### src/rtl/ltc2174_spi_pkg.sv
// LTC2174 SPI responder: shared addresses, field layout, FSM states.
// Readback is built only when LTC2174_SPI_READBACK_EN is defined.
package ltc2174_spi_pkg;

  localparam logic [6:0] ADDR_RESET   = 7'h00;
  localparam logic [6:0] ADDR_FORMAT  = 7'h01;
  localparam logic [6:0] ADDR_OUTMODE = 7'h02;
  localparam logic [6:0] ADDR_TPMSB   = 7'h03;
  localparam logic [6:0] ADDR_TPLSB   = 7'h04;

  localparam logic [7:0] REG_RST = 8'h00;

  localparam int SOFT_RST_BIT = 7;
  localparam int DCSOFF_BIT   = 7;
  localparam int RAND_BIT     = 6;
  localparam int TWOS_BIT     = 5;
  localparam int SLEEP_W      = 5;
  localparam int ILVDS_LSB    = 5;
  localparam int ILVDS_W      = 3;
  localparam int TERMON_BIT   = 4;
  localparam int OUTOFF_BIT   = 3;
  localparam int OUTMODE_W    = 3;
  localparam int OUTTEST_BIT  = 7;
  localparam int TPMSB_W      = 6;

  typedef enum logic [1:0] {
    ST_IDLE,
    ST_CMD,
    ST_DATA,
    ST_HOLD
  } spi_st_e;

endpackage

### src/rtl/ltc2174_spi_resp_if.sv
// LTC2174 SPI pin bundle: initiator drives cs/sck/sdi, responder sdo/sdo_oe.
// sdo/sdo_oe stay 0 unless LTC2174_SPI_READBACK_EN is defined.
interface ltc2174_spi_resp_if;
  logic cs;
  logic sck;
  logic sdi;
  logic sdo;
  logic sdo_oe;

  modport master (
    output cs, sck, sdi,
    input  sdo, sdo_oe
  );

  modport slave (
    input  cs, sck, sdi,
    output sdo, sdo_oe
  );
endinterface

### src/rtl/ltc2174_pin_sync.sv
// Pin synchronizer with one history flop for rise/fall detection.
// Used for cs/sck/sdi of the LTC2174 SPI responder.
module ltc2174_pin_sync #(
  parameter int   SYNC_STAGES = 2,
  parameter logic RST_VAL     = 1'b0
) (
  input  logic clk,
  input  logic reset_n,
  input  logic i_pin,
  output logic o_level,
  output logic o_rise,
  output logic o_fall
);

  logic [SYNC_STAGES-1:0] r_sync;
  logic                   r_hist;

  always_ff @(posedge clk or negedge reset_n) begin
    if (!reset_n) begin
      r_sync <= {SYNC_STAGES{RST_VAL}};
      r_hist <= RST_VAL;
    end else begin
      r_sync <= {r_sync[SYNC_STAGES-2:0], i_pin};
      r_hist <= r_sync[SYNC_STAGES-1];
    end
  end

  assign o_level = r_sync[SYNC_STAGES-1];
  assign o_rise  = o_level & ~r_hist;
  assign o_fall  = ~o_level & r_hist;

endmodule

### src/rtl/ltc2174_spi_resp.sv
// LTC2174 SPI responder: oversampled SPI, register map A0-A4, field decode.
// Define LTC2174_SPI_READBACK_EN to build the read path (sdo/sdo_oe).
module ltc2174_spi_resp
  import ltc2174_spi_pkg::*;
#(
  parameter int SYNC_STAGES = 2
) (
  input  logic                clk,
  input  logic                reset_n,
  ltc2174_spi_resp_if.slave   spi,
  output logic                dcsoff,
  output logic                rand_en,
  output logic                twoscomp,
  output logic [4:0]          sleep,
  output logic [2:0]          ilvds,
  output logic                termon,
  output logic                outoff,
  output logic [2:0]          outmode,
  output logic                outtest,
  output logic [13:0]         testpattern,
  output logic                soft_reset,
  output logic                wr_stb,
  output logic [6:0]          wr_addr,
  output logic [7:0]          wr_data
);

  logic w_cs_rise;
  logic w_cs_fall;
  logic w_sck_rise;
  logic w_sdi;
`ifdef LTC2174_SPI_READBACK_EN
  logic w_sck_fall;
`endif

  ltc2174_pin_sync #(.SYNC_STAGES(SYNC_STAGES), .RST_VAL(1'b1)) u_cs (
    .clk, .reset_n, .i_pin(spi.cs),
    .o_level(), .o_rise(w_cs_rise), .o_fall(w_cs_fall)
  );

  ltc2174_pin_sync #(.SYNC_STAGES(SYNC_STAGES), .RST_VAL(1'b0)) u_sck (
    .clk, .reset_n, .i_pin(spi.sck),
    .o_level(), .o_rise(w_sck_rise),
`ifdef LTC2174_SPI_READBACK_EN
    .o_fall(w_sck_fall)
`else
    .o_fall()
`endif
  );

  ltc2174_pin_sync #(.SYNC_STAGES(SYNC_STAGES), .RST_VAL(1'b0)) u_sdi (
    .clk, .reset_n, .i_pin(spi.sdi),
    .o_level(w_sdi), .o_rise(), .o_fall()
  );

  spi_st_e    r_state;
  logic [2:0] r_cnt;
  logic [6:0] r_sh;
  logic       r_rw;
  logic [6:0] r_addr;
  logic [7:0] r_a1, r_a2, r_a3, r_a4;
  logic       r_soft;
  logic       r_stb;
  logic [6:0] r_wr_addr;
  logic [7:0] r_wr_data;

  logic [7:0] w_byte;
  logic       w_active;

  assign w_byte   = {r_sh, w_sdi};
  assign w_active = (r_state == ST_CMD) || (r_state == ST_DATA);

  always_ff @(posedge clk or negedge reset_n) begin
    if (!reset_n) begin
      r_state   <= ST_IDLE;
      r_cnt     <= '0;
      r_sh      <= '0;
      r_rw      <= 1'b0;
      r_addr    <= '0;
      r_a1      <= REG_RST;
      r_a2      <= REG_RST;
      r_a3      <= REG_RST;
      r_a4      <= REG_RST;
      r_soft    <= 1'b0;
      r_stb     <= 1'b0;
      r_wr_addr <= '0;
      r_wr_data <= '0;
    end else begin
      r_soft <= 1'b0;
      r_stb  <= 1'b0;
      if (w_cs_fall) begin
        r_state <= ST_CMD;
        r_cnt   <= '0;
      end else if (w_sck_rise && w_active) begin
        r_sh  <= w_byte[6:0];
        r_cnt <= r_cnt + 3'd1;
        if (r_cnt == 3'd7) begin
          if (r_state == ST_CMD) begin
            r_rw    <= w_byte[7];
            r_addr  <= w_byte[6:0];
            r_state <= ST_DATA;
          end else begin
            r_state <= ST_HOLD;
            if (!r_rw && (r_addr <= ADDR_TPLSB)) begin
              r_stb     <= 1'b1;
              r_wr_addr <= r_addr;
              r_wr_data <= w_byte;
              unique case (1'b1)
                (r_addr == ADDR_RESET): begin
                  if (w_byte[SOFT_RST_BIT]) begin
                    r_a1   <= REG_RST;
                    r_a2   <= REG_RST;
                    r_a3   <= REG_RST;
                    r_a4   <= REG_RST;
                    r_soft <= 1'b1;
                  end
                end
                (r_addr == ADDR_FORMAT):  r_a1 <= w_byte;
                (r_addr == ADDR_OUTMODE): r_a2 <= w_byte;
                (r_addr == ADDR_TPMSB):   r_a3 <= w_byte;
                (r_addr == ADDR_TPLSB):   r_a4 <= w_byte;
                default: ;
              endcase
            end
          end
        end
      end
      // A 16th edge seen together with cs rise has already committed above
      if (w_cs_rise) r_state <= ST_IDLE;
    end
  end

`ifdef LTC2174_SPI_READBACK_EN
  logic [7:0] w_rmux;
  logic [7:0] r_rd;
  logic       r_sdo;
  logic       r_oe;

  always_comb begin
    w_rmux = REG_RST;
    unique case (1'b1)
      (w_byte[6:0] == ADDR_FORMAT):  w_rmux = r_a1;
      (w_byte[6:0] == ADDR_OUTMODE): w_rmux = r_a2;
      (w_byte[6:0] == ADDR_TPMSB):   w_rmux = r_a3;
      (w_byte[6:0] == ADDR_TPLSB):   w_rmux = r_a4;
      default: ;
    endcase
  end

  always_ff @(posedge clk or negedge reset_n) begin
    if (!reset_n) begin
      r_rd  <= '0;
      r_sdo <= 1'b0;
      r_oe  <= 1'b0;
    end else if (w_cs_rise || w_cs_fall) begin
      r_sdo <= 1'b0;
      r_oe  <= 1'b0;
    end else if (w_sck_rise && r_state == ST_CMD && r_cnt == 3'd7) begin
      r_rd <= w_rmux;
    end else if (w_sck_fall && (r_oe || (r_state == ST_DATA && r_rw))) begin
      r_oe  <= 1'b1;
      r_sdo <= r_rd[7];
      r_rd  <= {r_rd[6:0], 1'b0};
    end
  end

  assign spi.sdo    = r_sdo;
  assign spi.sdo_oe = r_oe;
`else
  assign spi.sdo    = 1'b0;
  assign spi.sdo_oe = 1'b0;
`endif

  assign dcsoff      = r_a1[DCSOFF_BIT];
  assign rand_en     = r_a1[RAND_BIT];
  assign twoscomp    = r_a1[TWOS_BIT];
  assign sleep       = r_a1[SLEEP_W-1:0];
  assign ilvds       = r_a2[ILVDS_LSB +: ILVDS_W];
  assign termon      = r_a2[TERMON_BIT];
  assign outoff      = r_a2[OUTOFF_BIT];
  assign outmode     = r_a2[OUTMODE_W-1:0];
  assign outtest     = r_a3[OUTTEST_BIT];
  assign testpattern = {r_a3[TPMSB_W-1:0], r_a4};
  assign soft_reset  = r_soft;
  assign wr_stb      = r_stb;
  assign wr_addr     = r_wr_addr;
  assign wr_data     = r_wr_data;

endmodule
### src/flat_wrapper.sv
// flat-port wrapper written by rule: the top's interface ports become plain ports
module ltc2174_spi_resp_flat import ltc2174_spi_pkg::*;
#(
  parameter int SYNC_STAGES = 2
)
  (clk, reset_n, dcsoff, rand_en, twoscomp, sleep, ilvds, termon, outoff, outmode, outtest, testpattern, soft_reset, wr_stb, wr_addr, wr_data, spi_cs, spi_sck, spi_sdi, spi_sdo, spi_sdo_oe);
  ltc2174_spi_resp_if spi_i ();
  input  logic clk;
  input  logic reset_n;
  output logic dcsoff;
  output logic rand_en;
  output logic twoscomp;
  output logic [4:0] sleep;
  output logic [2:0] ilvds;
  output logic termon;
  output logic outoff;
  output logic [2:0] outmode;
  output logic outtest;
  output logic [13:0] testpattern;
  output logic soft_reset;
  output logic wr_stb;
  output logic [6:0] wr_addr;
  output logic [7:0] wr_data;
  input wire logic [$bits(spi_i.cs)-1:0] spi_cs;
  input wire logic [$bits(spi_i.sck)-1:0] spi_sck;
  input wire logic [$bits(spi_i.sdi)-1:0] spi_sdi;
  output wire logic [$bits(spi_i.sdo)-1:0] spi_sdo;
  output wire logic [$bits(spi_i.sdo_oe)-1:0] spi_sdo_oe;
  assign spi_i.cs = spi_cs;
  assign spi_i.sck = spi_sck;
  assign spi_i.sdi = spi_sdi;
  assign spi_sdo = spi_i.sdo;
  assign spi_sdo_oe = spi_i.sdo_oe;
  ltc2174_spi_resp #(.SYNC_STAGES(SYNC_STAGES)) u_core (.clk(clk), .reset_n(reset_n), .spi(spi_i), .dcsoff(dcsoff), .rand_en(rand_en), .twoscomp(twoscomp), .sleep(sleep), .ilvds(ilvds), .termon(termon), .outoff(outoff), .outmode(outmode), .outtest(outtest), .testpattern(testpattern), .soft_reset(soft_reset), .wr_stb(wr_stb), .wr_addr(wr_addr), .wr_data(wr_data));
endmodule
### config.mk
export PLATFORM = sky130hd
export DESIGN_NAME = ltc2174_spi_resp_flat
export DESIGN_NICKNAME = d
export VERILOG_FILES = /design/src/rtl/ltc2174_spi_pkg.sv /design/src/rtl/ltc2174_spi_resp_if.sv /design/src/rtl/ltc2174_pin_sync.sv /design/src/rtl/ltc2174_spi_resp.sv /design/src/flat_wrapper.sv
export SDC_FILE = /design/constraint.sdc
export NUM_CORES = 1
export LEC_CHECK = 0
export ABC_AREA = 1
export BUFFER_PORTS_ARGS = -buffer_cell sky130_fd_sc_hd__buf_2
export CORE_UTILIZATION = 58
export CTS_BUF_LIST = sky130_fd_sc_hd__clkbuf_2 sky130_fd_sc_hd__clkbuf_4 sky130_fd_sc_hd__clkbuf_8
export DETAILED_ROUTE_END_ITERATION = 8
export GPL_TIMING_DRIVEN = 0
export HOLD_SLACK_MARGIN = 0.12
export PLACE_DENSITY = 0.92
export SYNTH_ARGS = -nofsm -noshare
export SYNTH_HDL_FRONTEND = slang
export SYNTH_SLANG_ARGS = --single-unit
export TNS_END_PERCENT = 5
### constraint.sdc
create_clock -name clk -period 2.14 [get_ports clk]
set_clock_uncertainty 0.2 [all_clocks]
set_input_delay 0.107 -clock clk [delete_from_list [all_inputs] [get_ports clk]]
set_output_delay 0.107 -clock clk [all_outputs]
set_load 0.1 [all_outputs]
==> run_results.csv <==
group,metric,value,unit
status,status,"finished, final reports clean",
timing,grt_setup_unrepaired,"true",
placed_design,hpwlAfterDp,4590,um
drt,wl_met1,3090,um
setup_path,critPathArrivalTime,2.16,ns
timing,finalCritPeriodShare,97.2,%
drt,antenna_left,0,
hold_path,hold_class,"register to register",
setup_path,critical-path-top-delay-family,"simple AND/OR/NAND/NOR gates",
setup_path,max_stage_delay,0.39,ns
timing,final-hold-violation-count,0,
grt,grt_overflow_total,0,
grt,grt_pass1_vias,2460,
floorplanning,core-area,5200,um2
cells_and_area,final-seq-area,1910,um2
cells_and_area,stdcell_area,3850,um2
drt,maxUsedRoutingLayer,"met4",
power,p_leak,2.19,nW
synth,synth_area,3190,um2
floorplanning,boundaryPins,55,
drt,finalWirelength,6840,um
synth,ys_seq_elements,76,
setup_path,cp.required,2.23,ns
synth,synth_edf_count,0,
timing,period_needed,2.08,ns
synth,synthArstFlopShare,100,%
synth,ys.flop_type,"dfrtp_1",
grt,grtUsageTotal,25.6,%
power,power,3.08,mW
clock_tree,htree_levels,3,
drt,wl_met2,3220,um
synth,yosysSeqAreaShare,59.8,%
grt,grt_max_degree,77,
run,drv_cap,0,
setup_path,path_cells,"ha_1, inv_1, nand4_1, nor3_4, buf_4, buf_4, nand3_1, nand2_1",
power,p_per_area,801,nW/um2
drt,wl_per_cell,13.8,um
drt,viasPerCell,5.30,
cells_and_area,nNetsFinal,433,
cells_and_area,drive_above_1_share,23.0,%
timing,final-setup-viol-count,0,
grt,grt_pass1_wl,11400,um
drt,via_count,2633,
cells_and_area,area_growth,20.8,%
synth,synthCells,351,
drt,drt_pass1_iterations,4,
timing,slew_headroom,39.9,%
clock_tree,cts.sinks,76,
floorplanning,rows,26,
setup_path,slowest_stage,"dfrtp_1",
clock_tree,root_buffer,"clkbuf_8",
setup_path,path_class,"register to register",
setup_path,critPathBufInv,3,
clock_tree,cts_tree,"done",
cells_and_area,n_fill_cell,379,
setup_path,setup.worst_path.start_class,"register",
floorplanning,die_w,76.1,um
drt,drt-initial-drc-count,225,
drt,met3_length,356,um
clock_tree,cts_buffers,9,
grt,antenna_found_initial,0,
timing,hold_ws,0.150,ns
placed_design,place_area,3540,um2
floorplanning,die_area,5800,um2
setup_path,cp-end-kind,"register",
synth,synth_cell_type_count,26,
drt,drc,0,
cells_and_area,antennaDiodeCount,0,
setup_path,worst-path-max-fanout,6,
timing,clock.fmax,481,MHz
setup_path,crit_top_cell,"buf_4",
power,irDropWorstVdd,0.000520,V
clock_tree,clockBufferDepth,2,
timing,worst_pin_slew,0.901,ns
placed_design,gp_congestion,0.911,
floorplanning,die_h,76.1,um
clock_tree,clk_latency,0.35,ns
placed_design,io_buffers,52,
timing,maxSlewViolCount,0,
synth,yosysWarnings,0,
synth,syn_avg_cell_area,9.08,um2
clock_tree,clkTransAtPathRegs,0.07,ns
floorplanning,start_util,61.2,%
cells_and_area,multiInputGateArea,1110,um2
-- where the power goes --
group | internal [mW] | leakage, nW | switching [mW]
Clock | 0.655 | 0.110 | 0.475
Combinational | 0.0827 | 1.05 | 0.297
Sequential | 1.51 | 1.03 | 0.0618
Total | 2.25 | 2.19 | 0.834
-- registers in the layout, indices dropped and copies added, names as in the netlist, 2 cells and up --
| name | cells |
|---|---|
| u_core.r_a1 | 8 |
| u_core.r_a2 | 8 |
| u_core.r_a3 | 7 |
| u_core.r_a4 | 8 |
| u_core.r_addr | 7 |
| u_core.r_cnt | 3 |
| u_core.r_sh | 7 |
| u_core.r_state | 2 |
| u_core.u_cs.r_sync | 2 |
| u_core.u_sck.r_sync | 2 |
| u_core.u_sdi.r_sync | 2 |
| u_core.wr_addr | 7 |
| u_core.wr_data | 8 |
-- per-layer routing --
layer,global-route usage [%],vias up
met5,0,-
met4,12.1,0
met3,4.43,20
met2,41.5,74
met1,33.9,1273
li1,-,1266
-- Yosys cell counts, types with 2 or more instances --
library cell  number  area share, %
buf_2              4           0.63
buf_4              6            1.4
clkbuf_1           2           0.24
dfrtp_1           73             57
dfstp_2            3            2.5
ha_1               5            2.0
inv_1             31            3.7
nand2_1          106             12
nand2_2            2           0.39
nand3_1           30            4.7
nand3_2            2           0.63
nand4_1            9            1.8
nor2_1            31            3.7
nor2_2             2           0.39
o21ai_0           34            5.3
-- cell usage in the layout (no fill, tap or decap), types with 2 or more instances in the layout --
cell,count
nand3_1,28
nor2_4,2
nor2_1,30
dfstp_2,3
buf_2,53
dfrtp_1,73
dlygate4sd3_1,4
buf_4,12
o21ai_0,32
clkbuf_1,2
nand3_2,4
nand2_1,106
o21ai_1,3
nand4_1,9
conb_1,2
clkbuf_8,12
nor2_2,2
inv_1,31
ha_1,5
clkbuf_4,3
-- area by class of cell --
class	count	area share (%)
Clock inverter	1	0.780
Tap cell	70	2.28
Buffer	12	2.02
Inverter	32	3.12
Sequential cell	76	49.5
Timing Repair Buffer	60	8.65
Multi-Input combinational cell	232	29.0
Clock buffer	14	4.68
-- path summary, 6_finish.rpt --
kind                                              from  slack [ns]  cells after the start                      to
min in group asynchronous                      reset_n        0.24                      2          u_core.r_a1[0]
worst min register to register  u_core.u_sdi.r_sync[0]        0.15                      0  u_core.u_sdi.r_sync[1]
worst min-delay path            u_core.u_sdi.r_sync[0]        0.15                      0  u_core.u_sdi.r_sync[1]
worst max-delay path                 u_core.r_state[0]        0.06                      8          u_core.r_a2[4]
worst max register to register       u_core.r_state[0]        0.06                      8          u_core.r_a2[4]
max in group asynchronous                      reset_n        0.93                      2          u_core.r_a4[7]
-- through the flow --
step | setup WS (ns) | setup TNS [ns] | cells | util [%]
6_report | 0.0609 | 0 | 497 | 73.9
5_1_grt | -0.0494 | -0.212 | 497 | 73.9
4_1_cts | 0.0523 | 0 | 493 | 73.0
3_5_place_dp | -0.0345 | -0.0364 | 474 | 68.0
3_3_place_gp | 0.147 | 0 | 474 | 68.0
2_1_floorplan | 0.375 | 0 | 352 | -
-- logic make-up (layout without fill, tap and decap cells) --
family / count (synthesis) / in the layout / share of synthesized area [%]
other: 1 / 2 / 0.118
flip-flops: 76 / 76 / 59.8
AND/OR/NAND/NOR: 185 / 185 / 25.2
AO/OA/AOI/OAI: 40 / 40 / 6.87
buffers and inverters: 44 / 119 / 6.05
adder cells (fa/ha/maj): 5 / 5 / 1.96
-- repair_timing --
item                       in CTS  in global routing
hold buffers                    4                  0
pin swaps                       0                  2
gates resized for setup         2                  8
setup buffers                   0                  4
hold endpoints to repair       76                  0
setup endpoints to repair       3                 39
-- worst reg2reg max path, cell delays in order (launching register included) --
cell and delay (ns):
dfrtp_1 0.39, ha_1 0.30, inv_1 0.11, nand4_1 0.23, nor3_4 0.39, buf_4 0.18, buf_4 0.09, nand3_1 0.06
nand2_1 0.07
No activity file was read; power rests on OpenSTA's default activity.
